--- src/rtl/perfmon_snapshot_master_if.sv ---
// perfmon_snapshot_master_if: MMIO initiator bus and snapshot FIFO read port.
// master = snapshot engine side, slave = bus responder / FIFO consumer side.
interface perfmon_snapshot_master_if;
  logic        bus_req;
  logic        bus_gnt;
  logic        mmio_enable;
  logic [6:0]  mmio_addr;
  logic [31:0] mmio_wdata;
  logic [31:0] mmio_rdata;
  logic [31:0] fifo_rdata;
  logic        fifo_valid;
  logic        fifo_ready;

  modport master (
    output bus_req,
    output mmio_enable,
    output mmio_addr,
    output mmio_wdata,
    output fifo_rdata,
    output fifo_valid,
    input  bus_gnt,
    input  mmio_rdata,
    input  fifo_ready
  );

  modport slave (
    input  bus_req,
    input  mmio_enable,
    input  mmio_addr,
    input  mmio_wdata,
    input  fifo_rdata,
    input  fifo_valid,
    output bus_gnt,
    output mmio_rdata,
    output fifo_ready
  );
endinterface

--- src/rtl/perfmon_snapshot_master.sv ---
// perfmon_snapshot_master: tear-free perfmon snapshots over MMIO into a FIFO.
// Define PERFMON_SNAP_PET_EN to add a watchdog pet write (0x30) per frame.
module perfmon_snapshot_master #(
  parameter int FIFO_DEPTH = 16,
  parameter int PERIOD_W   = 32
) (
  input  logic                soc_clk,
  input  logic                rst,
  input  logic                snap_req,
  input  logic [PERIOD_W-1:0] period,
  perfmon_snapshot_master_if.master bus,
  output logic                busy,
  output logic [7:0]          drop_count
);

  localparam int AW    = $clog2(FIFO_DEPTH);
  localparam int CW    = AW + 1;
  localparam int FRAME = 8;

`ifdef PERFMON_SNAP_PET_EN
  localparam logic PET_BIT = 1'b1;
`else
  localparam logic PET_BIT = 1'b0;
`endif

  typedef enum logic [3:0] {
    S_IDLE,
    S_REQ,
    S_SOC_HI,
    S_SOC_LO,
    S_SOC_HI2,
    S_SOC_LO2,
    S_CORE_HI,
    S_CORE_LO,
    S_CORE_HI2,
    S_CORE_LO2,
    S_MISS,
    S_RET,
    S_STAT,
`ifdef PERFMON_SNAP_PET_EN
    S_PET,
`endif
    S_DRAIN
  } state_t;

  state_t state;
  state_t state_d;
  state_t acc_nxt;

  logic                acc;
  logic [6:0]          acc_addr;
  logic                gnt_acc;
  logic                soc_tear;
  logic                core_tear;

  logic [PERIOD_W-1:0] tmr;
  logic                tick;
  logic                fire;
  logic                pending;
  logic                room;
  logic                drop_flag;
  logic [15:0]         seq;
  logic [2:0]          widx;
  logic                last;

  logic [31:0]         soc_hi;
  logic [31:0]         soc_lo;
  logic [31:0]         core_hi;
  logic [31:0]         core_lo;
  logic [31:0]         miss;
  logic [31:0]         ret;
  logic [31:0]         stat;
  logic                tear_flag;

  logic [31:0]         hdr;
  logic [31:0]         word;
  logic                push;
  logic                pop;
  logic [31:0]         mem [FIFO_DEPTH];
  logic [AW-1:0]       wp;
  logic [AW-1:0]       rp;
  logic [CW-1:0]       cnt;

  // drop_flag marks a frame lost since the last one; no port carries it
  logic                unused_drop;
  assign unused_drop = drop_flag;

  assign tick = (period != '0) &&
                (tmr == period - PERIOD_W'(1));
  assign fire = snap_req | tick | pending;
  assign room = cnt <= CW'(FIFO_DEPTH - FRAME);
  assign last = (state == S_DRAIN) && (widx == 3'd7);

  assign soc_tear  = bus.mmio_rdata != soc_hi;
  assign core_tear = bus.mmio_rdata != core_hi;

  always_comb begin
    acc      = 1'b1;
    acc_addr = '0;
    acc_nxt  = state;
    unique case (state)
      S_SOC_HI: begin
        acc_addr = 7'h10;
        acc_nxt  = S_SOC_LO;
      end
      S_SOC_LO: begin
        acc_addr = 7'h14;
        acc_nxt  = S_SOC_HI2;
      end
      S_SOC_HI2: begin
        acc_addr = 7'h10;
        acc_nxt  = soc_tear ? S_SOC_LO2 : S_CORE_HI;
      end
      S_SOC_LO2: begin
        acc_addr = 7'h14;
        acc_nxt  = S_CORE_HI;
      end
      S_CORE_HI: begin
        acc_addr = 7'h18;
        acc_nxt  = S_CORE_LO;
      end
      S_CORE_LO: begin
        acc_addr = 7'h1C;
        acc_nxt  = S_CORE_HI2;
      end
      S_CORE_HI2: begin
        acc_addr = 7'h18;
        acc_nxt  = core_tear ? S_CORE_LO2 : S_MISS;
      end
      S_CORE_LO2: begin
        acc_addr = 7'h1C;
        acc_nxt  = S_MISS;
      end
      S_MISS: begin
        acc_addr = 7'h28;
        acc_nxt  = S_RET;
      end
      S_RET: begin
        acc_addr = 7'h2C;
        acc_nxt  = S_STAT;
      end
      S_STAT: begin
        acc_addr = 7'h0C;
`ifdef PERFMON_SNAP_PET_EN
        acc_nxt  = S_PET;
`else
        acc_nxt  = S_DRAIN;
`endif
      end
`ifdef PERFMON_SNAP_PET_EN
      S_PET: begin
        acc_addr = 7'h30;
        acc_nxt  = S_DRAIN;
      end
`endif
      default: acc = 1'b0;
    endcase
  end

  assign gnt_acc = acc & bus.bus_gnt;

  always_comb begin
    state_d = state;
    if (acc) begin
      if (bus.bus_gnt) state_d = acc_nxt;
    end else begin
      unique case (state)
        S_IDLE:  if (fire && room) state_d = S_REQ;
        S_REQ:   if (bus.bus_gnt) state_d = S_SOC_HI;
        S_DRAIN: if (last) state_d = S_IDLE;
        default: state_d = S_IDLE;
      endcase
    end
  end

  assign bus.bus_req     = acc | (state == S_REQ);
  assign bus.mmio_enable = gnt_acc;
  assign bus.mmio_addr   = acc_addr;
  assign bus.mmio_wdata  = '0;
  assign busy            = state != S_IDLE;

  always_ff @(posedge soc_clk or posedge rst) begin
    if (rst) begin
      state      <= S_IDLE;
      tmr        <= '0;
      pending    <= 1'b0;
      drop_count <= '0;
      drop_flag  <= 1'b0;
      seq        <= '0;
      widx       <= '0;
    end else begin
      state <= state_d;
      if (period == '0 || tick) tmr <= '0;
      else tmr <= tmr + PERIOD_W'(1);
      // triggers arriving mid-frame collapse into one retry
      if (state == S_IDLE) pending <= 1'b0;
      else if (snap_req || tick) pending <= 1'b1;
      if (state == S_IDLE && fire && !room) begin
        drop_flag <= 1'b1;
        if (drop_count != 8'hFF)
          drop_count <= drop_count + 8'd1;
      end
      if (state == S_DRAIN) widx <= widx + 3'd1;
      if (last) begin
        seq       <= seq + 16'd1;
        drop_flag <= 1'b0;
        widx      <= '0;
      end
    end
  end

  always_ff @(posedge soc_clk or posedge rst) begin
    if (rst) begin
      soc_hi    <= '0;
      soc_lo    <= '0;
      core_hi   <= '0;
      core_lo   <= '0;
      miss      <= '0;
      ret       <= '0;
      stat      <= '0;
      tear_flag <= 1'b0;
    end else if (last) begin
      tear_flag <= 1'b0;
    end else if (gnt_acc) begin
      unique case (state)
        S_SOC_HI:  soc_hi <= bus.mmio_rdata;
        S_SOC_LO,
        S_SOC_LO2: soc_lo <= bus.mmio_rdata;
        S_SOC_HI2: if (soc_tear) begin
          soc_hi    <= bus.mmio_rdata;
          tear_flag <= 1'b1;
        end
        S_CORE_HI: core_hi <= bus.mmio_rdata;
        S_CORE_LO,
        S_CORE_LO2: core_lo <= bus.mmio_rdata;
        S_CORE_HI2: if (core_tear) begin
          core_hi   <= bus.mmio_rdata;
          tear_flag <= 1'b1;
        end
        S_MISS: miss <= bus.mmio_rdata;
        S_RET:  ret  <= bus.mmio_rdata;
        S_STAT: stat <= bus.mmio_rdata;
        default: ;
      endcase
    end
  end

  assign hdr = {seq, drop_count, 5'd0,
                1'b0, PET_BIT, tear_flag};

  always_comb begin
    word = '0;
    unique case (widx)
      3'd0: word = hdr;
      3'd1: word = soc_hi;
      3'd2: word = soc_lo;
      3'd3: word = core_hi;
      3'd4: word = core_lo;
      3'd5: word = miss;
      3'd6: word = ret;
      3'd7: word = stat;
      default: word = '0;
    endcase
  end

  // IDLE only launches with a full frame of space, so pushes never stall
  assign push = state == S_DRAIN;
  assign pop  = bus.fifo_valid & bus.fifo_ready;

  always_ff @(posedge soc_clk) begin
    if (push) mem[wp] <= word;
  end

  always_ff @(posedge soc_clk or posedge rst) begin
    if (rst) begin
      wp  <= '0;
      rp  <= '0;
      cnt <= '0;
    end else begin
      if (push) wp <= wp + AW'(1);
      if (pop)  rp <= rp + AW'(1);
      unique case ({push, pop})
        2'b10:   cnt <= cnt + CW'(1);
        2'b01:   cnt <= cnt - CW'(1);
        default: cnt <= cnt;
      endcase
    end
  end

  assign bus.fifo_valid = cnt != '0;
  assign bus.fifo_rdata = mem[rp];

endmodule

--- src/flat_wrapper.sv ---
// flat-port wrapper written by rule: the top's interface ports become plain ports
module perfmon_snapshot_master_flat 
#(
  parameter int FIFO_DEPTH = 16,
  parameter int PERIOD_W   = 32
)
  (soc_clk, rst, snap_req, period, busy, drop_count, bus_bus_req, bus_mmio_enable, bus_mmio_addr, bus_mmio_wdata, bus_fifo_rdata, bus_fifo_valid, bus_bus_gnt, bus_mmio_rdata, bus_fifo_ready);
  perfmon_snapshot_master_if bus_i ();
  input  logic soc_clk;
  input  logic rst;
  input  logic snap_req;
  input  logic [PERIOD_W-1:0] period;
  output logic busy;
  output logic [7:0] drop_count;
  output wire logic [$bits(bus_i.bus_req)-1:0] bus_bus_req;
  output wire logic [$bits(bus_i.mmio_enable)-1:0] bus_mmio_enable;
  output wire logic [$bits(bus_i.mmio_addr)-1:0] bus_mmio_addr;
  output wire logic [$bits(bus_i.mmio_wdata)-1:0] bus_mmio_wdata;
  output wire logic [$bits(bus_i.fifo_rdata)-1:0] bus_fifo_rdata;
  output wire logic [$bits(bus_i.fifo_valid)-1:0] bus_fifo_valid;
  input wire logic [$bits(bus_i.bus_gnt)-1:0] bus_bus_gnt;
  input wire logic [$bits(bus_i.mmio_rdata)-1:0] bus_mmio_rdata;
  input wire logic [$bits(bus_i.fifo_ready)-1:0] bus_fifo_ready;
  assign bus_bus_req = bus_i.bus_req;
  assign bus_mmio_enable = bus_i.mmio_enable;
  assign bus_mmio_addr = bus_i.mmio_addr;
  assign bus_mmio_wdata = bus_i.mmio_wdata;
  assign bus_fifo_rdata = bus_i.fifo_rdata;
  assign bus_fifo_valid = bus_i.fifo_valid;
  assign bus_i.bus_gnt = bus_bus_gnt;
  assign bus_i.mmio_rdata = bus_mmio_rdata;
  assign bus_i.fifo_ready = bus_fifo_ready;
  perfmon_snapshot_master #(.FIFO_DEPTH(FIFO_DEPTH), .PERIOD_W(PERIOD_W)) u_core (.soc_clk(soc_clk), .rst(rst), .snap_req(snap_req), .period(period), .bus(bus_i), .busy(busy), .drop_count(drop_count));
endmodule
--- config.mk ---
export PLATFORM = sky130hd
export DESIGN_NAME = perfmon_snapshot_master_flat
export DESIGN_NICKNAME = d
export VERILOG_FILES = /design/src/rtl/perfmon_snapshot_master_if.sv /design/src/rtl/perfmon_snapshot_master.sv /design/src/flat_wrapper.sv
export SDC_FILE = /design/constraint.sdc
export NUM_CORES = 1
export LEC_CHECK = 0
export BUFFER_PORTS_ARGS = -buffer_cell sky130_fd_sc_hd__buf_2
export CORE_MARGIN = 5
export CORE_UTILIZATION = 60
export DETAILED_ROUTE_END_ITERATION = 10
export GPL_TIMING_DRIVEN = 0
export PLACE_DENSITY_LB_ADDON = 0.2
export SLEW_MARGIN = 20
export SYNTH_ARGS = -nofsm -noshare
export SYNTH_HDL_FRONTEND = slang
export SYNTH_SLANG_ARGS = --single-unit
--- constraint.sdc ---
create_clock -name soc_clk -period 16.9 [get_ports soc_clk]
set_input_delay 1.69 -clock soc_clk [delete_from_list [all_inputs] [get_ports soc_clk]]
set_output_delay 1.69 -clock soc_clk [all_outputs]
set_load 0.01 [all_outputs]
==> flow_metrics.env <==
export IMPL_tightest_slew_ns=1.201
export IMPL_row_count=89
export IMPL_firstDrtPassIters=6
export IMPL_setup_viol=0
export IMPL_cp_top_family="buffers and inverters"
export IMPL_max_slew_margin_rel_pct=19.90
export IMPL_synthSimpleGateAreaFrac_pct=5.377
export IMPL_avgViaCountPerCell=6.419
export IMPL_synth_top_family_by_area="multiplexers"
export IMPL_routed_wl_um=95240
export IMPL_final_max_slew_violation_count=0
export IMPL_setup_ws_ns=11.33
export IMPL_vias=21022
export IMPL_hold_class="reg -> reg"
export IMPL_synth_seq_area_share_pct=64.75
export IMPL_final_common_cell="edfxtp_1"
export IMPL_async_flop_share_pct=37.10
export IMPL_fmax_ghz=0.1796
export IMPL_clock_skew_ns=0.03434
export IMPL_final_layout_size_suffix_gt1_share_pct=31.13
export IMPL_cpPeakStageDelay_ns=0.82
export IMPL_required_ns=15.21
export IMPL_final_period_utilization_pct=32.94
export IMPL_cts_resized=0
export IMPL_crit_end="bus_fifo_rdata[28]"
export IMPL_place_congestion=0.9097
export IMPL_antenna_found_initial=4
export IMPL_nets=2524
export IMPL_overflow=0
export IMPL_fin_tns_setup_ns=0
export IMPL_synth_edff_count=512
export IMPL_worstSetupStartpointType="register"
export IMPL_holdWs_ns=0.4980
export IMPL_syn_to_final_growth_pct=14.45
export IMPL_hold_viol=0
export IMPL_clock_sinks=814
export IMPL_crit_type="reg -> out"
export IMPL_p_leak_nw=14.81
export IMPL_cp_max_fo=10
export IMPL_synth_mux_area_share_pct=18.88
export IMPL_ant_nets=0
export IMPL_cts_setup_buffers=0
export IMPL_hold_depth=1
export IMPL_drc=0
export IMPL_final_cell_mix="512 x edfxtp_1, 302 x dfrtp_1, 272 x mux2_2"
export IMPL_fillers=3849
export IMPL_postSynthAreaPerCell_um2=16.19
export IMPL_r2r_end="u_core.mem[7][9]"
export IMPL_grt_max_degree=107
export IMPL_power_density_nw_per_um2=175.9
export IMPL_ys_ff_latch=814
export IMPL_synth_compound_area_share_pct=3.484
export IMPL_max_cap_violations=0
export IMPL_cts_made_buffers=82
export IMPL_ctsHoldBuffers=0
export IMPL_die_y_um=252.9
export IMPL_ir_drop_mv=0.1329
export IMPL_min_period_ns=5.568
export IMPL_clkLatencyLatePin_ns=0.65
export IMPL_cts_tree="built"
export IMPL_clock_path_buffers=3
export IMPL_port_buffers=82
export IMPL_crit_chain="clkbuf_1, clkbuf_1, buf_1, mux4_2, mux4_2, buf_2"
export IMPL_grt_pass1_wl_um=141100
export IMPL_yosys_warnings=0
export IMPL_grt_setup_unrepaired="no"
export IMPL_track_usage_pct=29.86
export IMPL_wl_per_cell_um=29.08
export IMPL_htreeDepth=3
export IMPL_synth_fa_ha_area_share_pct=0.7278
export IMPL_clk_pin_slew_ns=0.07
export IMPL_synth_area_um2=35410
export IMPL_pre_cts_slack_ns=10.98
export IMPL_arrival_ns=3.88
export IMPL_core_area_um2=58800
export IMPL_outcome="finished clean"
export IMPL_die_x_um=252.9
export IMPL_crit_path_start="u_core.rp[0]"
export IMPL_synth_cell_types=70
export IMPL_end_kind="primary output"
export IMPL_dr_first_iter_drc_count=2619
export IMPL_grt_pass1_vias=21643
export IMPL_dieArea_um2=63980
export IMPL_cp_depth=6
export IMPL_dpl_hpwl_um=61840
export IMPL_initial_utilization_pct=60.23
export IMPL_ff2ff_setup_slack_ns=12.33
export IMPL_synth_xor_area_share_pct=4.180
export IMPL_cp_num_buf_inv=4
export IMPL_root_buffer="clkbuf_16"
export IMPL_reg2regPathDepth=8
export IMPL_r2r_start="u_core.widx[2]"
export IMPL_io_pins=152
export IMPL_syn_inst=2187
export IMPL_slowest_stage="buf_1"
export IMPL_synth_top_flop_cell="edfxtp_1"
## layout make-up
cell class | instances | area, µm² | share of cell area [%]
tap | 773 | 967.2 | 2.386
clock inverter | 44 | 367.9 | 0.9076
sequential | 814 | 22930 | 56.58
inverter | 26 | 105.1 | 0.2593
multi-input combinational | 1198 | 11990 | 29.59
antenna | 3 | 7.507 | 0.01852
clock buffer | 104 | 2216 | 5.467
timing repair buffer | 130 | 1115 | 2.751
buffer | 183 | 829.5 | 2.047
## state kept, by name (all words and copies together), names as in the netlist
register / cells
u_core.tmr: 32
u_core.pending: 1
u_core.core_hi: 32
u_core.widx: 3
u_core.wp: 4
u_core.state: 4
u_core.stat: 32
u_core.soc_lo: 32
u_core.ret: 32
u_core.drop_count: 8
u_core.rp: 4
u_core.cnt: 5
u_core.tear_flag: 1
u_core.seq: 16
u_core.mem: 512
u_core.miss: 32
u_core.soc_hi: 32
u_core.core_lo: 32
## kinds of logic (layout without fill, tap and decap cells)
kind of cell / after synthesis / after routing
compound gates: 153 / 153
other cells: 1 / 38
mux: 434 / 434
simple gates: 387 / 387
xor+xnor: 169 / 169
flops: 814 / 814
fa+ha+maj: 20 / 20
buf+inv: 209 / 487
## worst min path at each step
stage	from	end	slack (ns)
after detailed placement	u_core.cnt[4]	u_core.cnt[4]	0.48
after global routing	u_core.ret[27]	u_core.ret[27]	0.51
after global placement	u_core.cnt[4]	u_core.cnt[4]	0.47
after floorplan	u_core.seq[15]	u_core.seq[15]	0.45
final	u_core.seq[7]	u_core.seq[7]	0.50
after CTS	u_core.seq[7]	u_core.seq[7]	0.49
## through the flow
stage / power (mW) / util (%) / instances / area [µm²]
2_1_floorplan: 4.416 / - / 2221 / 35540
3_3_place_gp: 5.153 / 62.79 / 3076 / 36920
3_5_place_dp: 5.327 / 64.36 / 3119 / 37840
4_1_cts: 7.100 / 68.75 / 3267 / 40420
5_1_grt: 7.397 / 68.93 / 3274 / 40530
6_report: 7.131 / 68.94 / 3275 / 40530
## Yosys cell counts (all sizes together) (3+ instances only)
cell / count / area share, %
edfxtp: 512 / 43
dfrtp: 302 / 21
mux2: 272 / 8.6
mux4: 160 / 10
clkbuf: 113 / 1.2
nor2: 111 / 1.2
nand2: 107 / 1.1
xor2: 106 / 2.6
buf: 70 / 1.1
xnor2: 63 / 1.6
a222oi: 38 / 1.1
nor4: 28 / 0.59
nand3: 27 / 0.38
nand4: 27 / 0.48
a41oi: 25 / 0.62
inv: 25 / 0.26
o21ai: 20 / 0.29
ha: 19 / 0.67
nor3: 17 / 0.24
and3: 15 / 0.26
a21oi: 11 / 0.16
o211ai: 11 / 0.23
or3: 9 / 0.16
or4: 9 / 0.21
nor2b: 8 / 0.14
a22o: 6 / 0.15
a31oi: 6 / 0.11
nand2b: 6 / 0.11
and2: 5 / 0.088
o31ai: 5 / 0.11
a211oi: 4 / 0.085
a22oi: 4 / 0.085
and4: 4 / 0.099
or2: 4 / 0.071
a2111oi: 3 / 0.092
a211o: 3 / 0.074
## power breakdown
part / leakage, nW / total [mW] / switching (mW) / internal [mW]
Combinational: 5.11 / 2.42 / 1.42 / 0.998
Clock: 1.27 / 1.76 / 0.768 / 0.994
Sequential: 8.43 / 2.95 / 0.205 / 2.75
Total: 14.8 / 7.13 / 2.39 / 4.74
## routing by layer
| layer | up-vias | GRT usage (%) | part of all wire (%) | wire length [µm] |
|---|---|---|---|---|
| li1 | 8846 | - | - | - |
| met1 | 10860 | 41.45 | 39 | 37130 |
| met2 | 1075 | 48.22 | 49 | 46610 |
| met3 | 237 | 5.433 | 7.8 | 7456 |
| met4 | 4 | 11.12 | 4.2 | 4023 |
| met5 | - | 0 | 0.025 | 24 |
Power figures use the tool's default switching activity.
